$ cat config.mk
export PLATFORM = sky130hd
export DESIGN_NAME = pll_mdrp_ctrl
export DESIGN_NICKNAME = d
export VERILOG_FILES = /design/src/rtl/pll_mdrp_pkg.sv /design/src/rtl/pll_mdrp_sync2.sv /design/src/rtl/pll_mdrp_ctrl.sv
export SDC_FILE = /design/constraint.sdc
export NUM_CORES = 1
export LEC_CHECK = 0
export CAP_MARGIN = 20
export CORE_MARGIN = 2
export CORE_UTILIZATION = 56
export CTS_CLUSTER_SIZE = 24
export DETAILED_ROUTE_END_ITERATION = 12
export HOLD_SLACK_MARGIN = 0.06
export PLACE_DENSITY = 0.85
export SYNTH_ARGS = -nofsm -noshare
export SYNTH_HDL_FRONTEND = slang
export SYNTH_SLANG_ARGS = --single-unit
$ cat constraint.sdc
create_clock -name clk -period 4.35 [get_ports clk]
set_clock_uncertainty 0.15 [all_clocks]
set_input_delay 0.6525 -clock clk [delete_from_list [all_inputs] [get_ports clk]]
set_output_delay 0.6525 -clock clk [all_outputs]
set_load 0.02 [all_outputs]
$ cat src/rtl/pll_mdrp_pkg.sv
// Shared definitions for the PLL MDRP controller: MDOPC opcodes and FSM state encoding.
package pll_mdrp_pkg;

  localparam logic [1:0] OPC_NOP  = 2'b00;
  localparam logic [1:0] OPC_WR   = 2'b01;
  localparam logic [1:0] OPC_RD   = 2'b10;
  localparam logic [1:0] OPC_ADDR = 2'b11;

  typedef enum logic [2:0] {
    ST_IDLE = 3'd0,
    ST_ADDR = 3'd1,
    ST_DATA = 3'd2,
    ST_CAPT = 3'd3,
    ST_PRST = 3'd4,
    ST_WLCK = 3'd5,
    ST_RESP = 3'd6
  } state_e;

endpackage

$ cat src/rtl/pll_mdrp_sync2.sv
// Two-flop synchroniser bringing the asynchronous PLL lock into the system clock domain.
module pll_mdrp_sync2 (
  input  logic clk,
  input  logic reset,
  input  logic d_i,
  output logic q_o
);

  logic [1:0] sync_q;

  always_ff @(posedge clk) begin
    if (reset) begin
      sync_q <= 2'b00;
    end else begin
      sync_q <= {sync_q[0], d_i};
    end
  end

  assign q_o = sync_q[1];

endmodule

$ cat src/rtl/pll_mdrp_ctrl.sv
// Sequences Gowin PLLA MDRP accesses (address/write/read phases on mdclk) and the
// post-reconfiguration PLL reset/relock handshake, one command outstanding at a time.
module pll_mdrp_ctrl
  import pll_mdrp_pkg::*;
#(
  parameter int MDCLK_DIV    = 4,
  parameter int RST_CYCLES   = 16,
  parameter int LOCK_TIMEOUT = 65535
) (
  input  logic       clk,
  input  logic       reset,
  input  logic       cmd_valid,
  output logic       cmd_ready,
  input  logic       cmd_write,
  input  logic       cmd_relock,
  input  logic [6:0] cmd_addr,
  input  logic [7:0] cmd_wdata,
  output logic       rsp_valid,
  output logic [7:0] rsp_rdata,
  output logic       rsp_err,
  output logic       mdclk,
  output logic [1:0] mdopc,
  output logic       mdainc,
  output logic [7:0] mdwdi,
  input  logic [7:0] mdrdo,
  output logic       pll_reset,
  input  logic       pll_lock,
  output logic       locked
);

  localparam int PH_W = (2 * MDCLK_DIV > 1) ? $clog2(2 * MDCLK_DIV) : 1;
  localparam int RC_W = $clog2(RST_CYCLES + 1);
  localparam int TO_W = $clog2(LOCK_TIMEOUT + 1);

  localparam logic [PH_W-1:0] PH_HALF = PH_W'(MDCLK_DIV - 1);
  localparam logic [PH_W-1:0] PH_LAST = PH_W'(2 * MDCLK_DIV - 1);
  localparam logic [RC_W-1:0] RC_LAST = RC_W'(RST_CYCLES - 1);
  localparam logic [TO_W-1:0] TO_LAST = TO_W'(LOCK_TIMEOUT - 1);

  state_e          state_q;
  logic [PH_W-1:0] phase_q;
  logic [RC_W-1:0] rst_cnt_q;
  logic [TO_W-1:0] to_cnt_q;
  logic            write_q;
  logic [7:0]      wdata_q;

  logic            cmd_ready_q;
  logic            rsp_valid_q;
  logic [7:0]      rsp_rdata_q;
  logic            rsp_err_q;
  logic            mdclk_q;
  logic [1:0]      mdopc_q;
  logic [7:0]      mdwdi_q;
  logic            pll_reset_q;
  logic            locked_q;

  logic            sync_lock;

  pll_mdrp_sync2 u_lock_sync (
    .clk   (clk),
    .reset (reset),
    .d_i   (pll_lock),
    .q_o   (sync_lock)
  );

  always_ff @(posedge clk) begin
    if (reset) begin
      state_q     <= ST_IDLE;
      phase_q     <= '0;
      rst_cnt_q   <= '0;
      to_cnt_q    <= '0;
      write_q     <= 1'b0;
      wdata_q     <= 8'h00;
      cmd_ready_q <= 1'b0;
      rsp_valid_q <= 1'b0;
      rsp_rdata_q <= 8'h00;
      rsp_err_q   <= 1'b0;
      mdclk_q     <= 1'b0;
      mdopc_q     <= OPC_NOP;
      mdwdi_q     <= 8'h00;
      pll_reset_q <= 1'b0;
      locked_q    <= 1'b0;
    end else begin
      cmd_ready_q <= 1'b0;
      rsp_valid_q <= 1'b0;
      rsp_err_q   <= 1'b0;
      locked_q    <= sync_lock && (state_q != ST_PRST) && (state_q != ST_WLCK);

      case (state_q)
        ST_IDLE: begin
          cmd_ready_q <= 1'b1;
          if (cmd_valid && cmd_ready_q) begin
            cmd_ready_q <= 1'b0;
            write_q     <= cmd_write;
            wdata_q     <= cmd_wdata;
            if (cmd_relock) begin
              state_q     <= ST_PRST;
              rst_cnt_q   <= '0;
              pll_reset_q <= 1'b1;
              // Mask immediately so locked never shows a stale 1 during relock.
              locked_q    <= 1'b0;
            end else begin
              state_q <= ST_ADDR;
              phase_q <= '0;
              mdopc_q <= OPC_ADDR;
              mdwdi_q <= {1'b0, cmd_addr};
            end
          end
        end

        ST_ADDR, ST_DATA, ST_CAPT: begin
          phase_q <= phase_q + PH_W'(1);
          if (phase_q == PH_HALF) begin
            mdclk_q <= 1'b1;
          end
          // mdopc/mdwdi only move together with the mdclk falling edge.
          if (phase_q == PH_LAST) begin
            mdclk_q <= 1'b0;
            phase_q <= '0;
            if (state_q == ST_ADDR) begin
              state_q <= ST_DATA;
              mdopc_q <= write_q ? OPC_WR : OPC_RD;
              mdwdi_q <= write_q ? wdata_q : 8'h00;
            end else if (state_q == ST_DATA && write_q) begin
              state_q     <= ST_RESP;
              rsp_valid_q <= 1'b1;
              mdopc_q     <= OPC_NOP;
            end else if (state_q == ST_DATA) begin
              state_q <= ST_CAPT;
              mdopc_q <= OPC_NOP;
            end else begin
              state_q     <= ST_RESP;
              rsp_valid_q <= 1'b1;
              rsp_rdata_q <= mdrdo;
            end
          end
        end

        ST_PRST: begin
          rst_cnt_q <= rst_cnt_q + RC_W'(1);
          if (rst_cnt_q == RC_LAST) begin
            state_q     <= ST_WLCK;
            pll_reset_q <= 1'b0;
            to_cnt_q    <= '0;
          end
        end

        ST_WLCK: begin
          to_cnt_q <= to_cnt_q + TO_W'(1);
          // Lock wins over a simultaneous timeout.
          if (sync_lock) begin
            state_q     <= ST_RESP;
            rsp_valid_q <= 1'b1;
          end else if (to_cnt_q == TO_LAST) begin
            state_q     <= ST_RESP;
            rsp_valid_q <= 1'b1;
            rsp_err_q   <= 1'b1;
          end
        end

        ST_RESP: begin
          state_q     <= ST_IDLE;
          cmd_ready_q <= 1'b1;
          mdopc_q     <= OPC_NOP;
        end

        default: begin
          state_q <= ST_IDLE;
        end
      endcase
    end
  end

  assign cmd_ready = cmd_ready_q;
  assign rsp_valid = rsp_valid_q;
  assign rsp_rdata = rsp_rdata_q;
  assign rsp_err   = rsp_err_q;
  assign mdclk     = mdclk_q;
  assign mdopc     = mdopc_q;
  assign mdainc    = 1'b0;
  assign mdwdi     = mdwdi_q;
  assign pll_reset = pll_reset_q;
  assign locked    = locked_q;

endmodule

-- After elaboration in Yosys (flattened, before gate mapping)
Index checks and enable logic that the tools add are counted.
- flip-flop bits (word level): 62
- latch bits: 0
- bits in writable memories: 0
- ROM bits: 0
- word-level logic and storage cells: 116
- memories kept: 0
- add/subtract/negate cells: 3
- multipliers: 0
- divide/modulo/power cells: 0
- magnitude comparators: 0
- equal/unequal tests: 20
- shift-type cells: 0
- multiplexer cells: 51
- bitwise logic cells: 4
- reductions and logical operators: 22
- operator list (cell ; number):
    $mux W8 ; 5
    $mux W3 ; 12
    $pmux W16 S2 ; 1
    $add A16 B1 Y16 const B ; 1
    $eq A16 B16 Y1 const B ; 1
    $mux W16 ; 1
    $pmux W8 S2 ; 1
    $mux W1 ; 15
    $reduce_and A5 Y1 ; 3
    $mux W2 ; 7
    $eq A3 B3 Y1 const B ; 4
    $ne A2 B2 Y1 const B ; 6
    $pmux W3 S4 ; 1
    $mux W5 ; 2
    $pmux W5 S2 ; 1
    $eq A3 B2 Y1 const B ; 3
    $reduce_and A4 Y1 ; 2
    $reduce_bool A2 Y1 ; 4
    $ne A3 B3 Y1 const B ; 2
    $pmux W1 S2 ; 3
    $pmux W2 S3 ; 1
    $pmux W3 S2 ; 1
    $reduce_and A2 Y1 ; 3
    $reduce_and A3 Y1 ; 2
    other kinds (11) ; 18

-- Logic depth before layout (Yosys ltp)
- word-level depth: 6
- gate-level depth with buffers: 7
- gate-level depth less buffers: 7

-- By module
Synthesis repeated with hierarchy kept, for this count alone.
- cells, all modules: 348
- area total of the unflattened synthesis: 2972.9 um^2
- by module, submodules not included (module ; times used ; cells an instance ; area an instance (um^2) ; sequential area each (um^2)):
    pll_mdrp_ctrl ; 1 ; 344 ; 2920.3 ; 1201.2
    pll_mdrp_sync2 ; 1 ; 4 ; 52.6 ; 40.0

-- Worst setup path after synthesis
OpenSTA, ideal clock, no wires.
- path type: input to register
- start point: input port cmd_relock
- end point: register mdwdi_q[5], in the netlist mdwdi[5]
- setup time: 0.091 ns
- data arrival time: 1.654 ns
- data required time: 4.109 ns
- slack: 2.455 ns
- cell stages on the path: 5
- buffers on the path: 1
- path through: nand4bb_1 > a211oi_4 > buf_6 > nor2_1 > a311oi_1
- cells in the longest elaborated chain, start to end: 2
- ends and longest elaborated chain (item ; line ; text):
    start, declared ; pll_mdrp_ctrl.sv:15 ; input logic cmd_relock,
    $ne A2 B2 Y1 (no line) ; -- ;
    $reduce_and A5 Y1 (no line) ; -- ;
    end signal, assigned ; pll_mdrp_ctrl.sv:106 ; mdwdi_q <= {1'b0, cmd_addr};
    end signal, assigned ; pll_mdrp_ctrl.sv:123 ; mdwdi_q <= write_q ? wdata_q : 8'h00;
    end, declared ; pll_mdrp_ctrl.sv:53 ; logic [7:0] mdwdi_q;
No other way between the ends.
A chain may end at the register's enable or synchronous reset.

-- Worst setup path in the final report
- start point: register state_q[1]
- end point: register mdwdi_q[2], in the netlist mdwdi[2]
- cells in the longest elaborated chain, start to end: 4
- ends and longest elaborated chain (item ; line ; text):
    start, declared ; pll_mdrp_ctrl.sv:40 ; state_e state_q;
    start signal, assigned ; pll_mdrp_ctrl.sv:68 ; state_q <= ST_IDLE;
    start signal, assigned ; pll_mdrp_ctrl.sv:97 ; state_q <= ST_PRST;
    start signal, assigned ; pll_mdrp_ctrl.sv:103 ; state_q <= ST_ADDR;
    $eq A3 B1 Y1 / $eq A3 B2 Y1 (equally long branches) ; pll_mdrp_ctrl.sv:89, pll_mdrp_ctrl.sv:120 ;
    $reduce_or A3 Y1 ; pll_mdrp_ctrl.sv:89 ; case (state_q)
    $ne A2 B2 Y1 (no line) / $reduce_bool A2 Y1 (equally long branches) ; -- ;
    $reduce_and A5 Y1 (no line) ; -- ;
Several ways; a longest one is shown, not always the timed one.

==> run summary <==
Outcome - completed
Post-CTS sizing - 0
Max Slew Vio Count - 0
Chip Width - 76.59 µm
GPL Wtd Cong - 0.7855
Placeable Area - 5107 µm²
Clock root cell - clkbuf_8
Worst setup SP type - flop
Cell area after layout - 3572 µm²
Number of flops mapped to enable cells by yosys - 0
Syn Area/Cell - 8.627 µm²
Remaining DRCs - 0
Post-synth ARST share - 0
Post-synthesis sequential area ratio - 0.4207
Initial antenna violation count - 0
Yosys top cell by area - dfxtp_1
Die ar. - 5865 µm²
Final Setup Violations - 0
Die Y-Extent - 76.59 µm
Min-delay worst type - flop to flop
Max cap viols - 0
Final Hold Fails - 0
PortBufs - 52
Post-synthesis adder-cell area fraction - 0.02545
P_leak - 1.231 nW
Highest clock rate - 0.4273 GHz
Synthesized area - 2950 µm²
Leading post-synthesis cells by cell area - dfxtp_1, a21oi_1, nand2_1, nor2_1, nand3_1
Wire per inst - 14.57 µm
DRT Pass-1 Iters - 4
Simple-Gate Fraction of Synth Area - 0.2659
Post-CTS Setup Bufs - 0
Total grt overflow - 0
CP max stage delay - 0.80 ns
Synth cell types - 59
Area share of the largest cell type after synthesis - 0.4207
Reg area - 1241 µm²
Register bit count reported by yosys - 62
Num CTS Buffers - 9
Io pins - 54
Post-route minimum period - 2.340 ns
Measured slew at the worst slew-check pin - 0.8200 ns
CTS tree - done
Final HPWL DP - 4384 µm
Dpl ws - 1.694 ns
Pwr Density - 346.7 nW/µm²
Cts hold-fix bufs - 0
Clock Path Buffers - 2
Compound-Gate Fraction of Synth Area - 0.1870
Cells after Synth - 342
Layout cells sized above 1 - 0.06494
Setup CP Type - flop to flop
Vias - 2655
GRT Overall Usage - 0.2378
Largest family of logic cells by synthesized area - simple AND/OR/NAND/NOR gates
ANT cells - 0
Initial drt markers - 155
H-tree levels - 3
Largest net degree at the start of global routing - 40
Sequence of cells on the critical path - nor2_1, nor2_1, nand3_1, a311oi_1
Worst-Skew Late Latency - 0.35 ns
Multi-input gate area - 1516 µm²
RSZ-0062 raised after global routing - false
VDD IR max - 0.2634 mV
First-pass GRT wire length - 11290 µm
Final Non-Filler Cells - 455
Slew margin rel. - 0.4513
Post-Route WL - 6630 µm
Crit path DAT - 2.44 ns
Worst setup EP type - flop
Final nets - 416
FILL cells - 421
Post-Synth XOR/XNOR Area - 0
Main synth FF type - dfxtp_1
Initial Util - 0.5777
Most used cell along the critical path - nor2_1
Hold Crit Start - rsp_rdata[2]
Clock-pin slew on the worst setup and hold paths - 0.07 ns
Req. time, crit path - 4.45 ns
Layout overhead on the synthesized area - 21.08%
Syn_nets - 377
Post-synthesis mux area share - 0.03435
Vias in the first global route - 2504
Post-placement cell count - 440
Via-to-Cell Ratio - 5.835
Worst setup margin - 2.010 ns
Crit path max-delay family - simple AND/OR/NAND/NOR gates
Cell Rows - 26
Clock tree sinks - 62
Placed Area - 3383 µm²
Final ANT Viol Nets - 0
TNS Setup - 0 ns
Final period util - 0.5380
Ys Warns - 0
CP max-delay cell - dfxtp_1
CP Launch Point - state_q[1]
Crit-path max FO - 24
Worst Path Buf+Inv - 0
Reg-to-reg startpoint - state_q[1]
[where the power goes]
group          internal, mW  total [mW]  leakage (nW)  switching [mW]
Sequential            0.586       0.609         0.502          0.0227
Combinational        0.0675       0.135         0.634          0.0679
Clock                 0.275       0.494        0.0952           0.219
Total                 0.928        1.24          1.23           0.310
[path summary, 6_finish.rpt]
check / endpoint / slack, ns / cells past startpoint
setup reg to reg: mdwdi[2] / 2.01 / 4
hold / removal: rsp_rdata[2] / 0.31 / 2
hold reg to reg: rsp_rdata[2] / 0.31 / 2
setup / recovery: mdwdi[2] / 2.01 / 4
[kinds of logic after synthesis]
kind of cell,count (synthesis)
flip-flops,62
multiplexers,10
AO/OA/AOI/OAI,85
other,1
adder cells (fa/ha/maj),6
buffers and inverters,29
AND/OR/NAND/NOR,149
[area by class of cell]
class / instances / share of cell area
sequential: 62 / 0.3475
timing repair buffer: 53 / 0.1464
inverter: 4 / 0.004203
clock inverter: 4 / 0.01331
multi-input combinational: 251 / 0.4245
clock buffer: 11 / 0.03958
tap: 70 / 0.02452
[cell usage after synthesis, types with 3 or more instances]
cell type	number
a21oi_1	33
a31oi_1	6
buf_6	6
buf_2	4
nand3b_1	3
o21ai_0	11
nor2b_1	4
clkbuf_1	8
and3_1	5
ha_1	6
or3_1	6
nor2_1	37
nand2_1	38
inv_1	4
or4_1	8
o211ai_1	5
nor3_1	7
dfxtp_1	62
mux2i_1	9
buf_4	5
a311oi_1	9
nand3_1	19
[placed cells by master, fill, tap and decap left out, drive strengths merged, types with 2 or more instances in the layout]
master and count:
mux2i 9, a31oi 6, a21oi 33, and3 6, o21bai 2, nand3b 4, nand3 20, clkdlybuf4s50 51
nor2 37, a311oi 9, buf 2, or3 6, o21ai 13, and3b 2, inv 4, o311ai 2
a22oi 2, and4 4, ha 6, nand2 39, nor2b 4, nor3 7, a211oi 3, o211ai 5
nand4bb 2, clkinv 2, nand4 3, or4 8, dfxtp 62, clkbuf 11, a2bb2oi 2
[worst min-delay path: cells and delay by family, from the launching register on]
kind             cells  cell delay [ns]
AO/OA/AOI/OAI        1             0.05
flip-flops           1             0.31
AND/OR/NAND/NOR      1             0.05
[state kept, by name (all words and copies together), names as in the netlist, 2 cells and up]
signal,count
mdopc,2
mdwdi,8
phase_q,3
rsp_rdata,8
rst_cnt_q,5
state_q,3
to_cnt_q,16
u_lock_sync.sync_q,2
wdata_q,8
[per-stage QoR]
| stage | util | hold slack (ns) | power (mW) |
|---|---|---|---|
| 2_1_floorplan | - | 0.2638 | 0.7071 |
| 3_3_place_gp | 0.6624 | 0.2670 | 0.7511 |
| 3_5_place_dp | 0.6624 | 0.3002 | 0.7556 |
| 4_1_cts | 0.6994 | 0.3097 | 1.246 |
| 5_1_grt | 0.6994 | 0.3198 | 1.286 |
| 6_report | 0.6994 | 0.3054 | 1.238 |
[per-layer routing]
metal / wire length (µm) / GRT usage / up-vias
met4: 101 / 0.08909 / 0
met5: 0 / 0 / -
met1: 2993 / 0.2929 / 1251
met3: 323 / 0.06991 / 14
li1: - / - / 1319
met2: 3211 / 0.3938 / 71
Power figures use the tool's default switching activity.
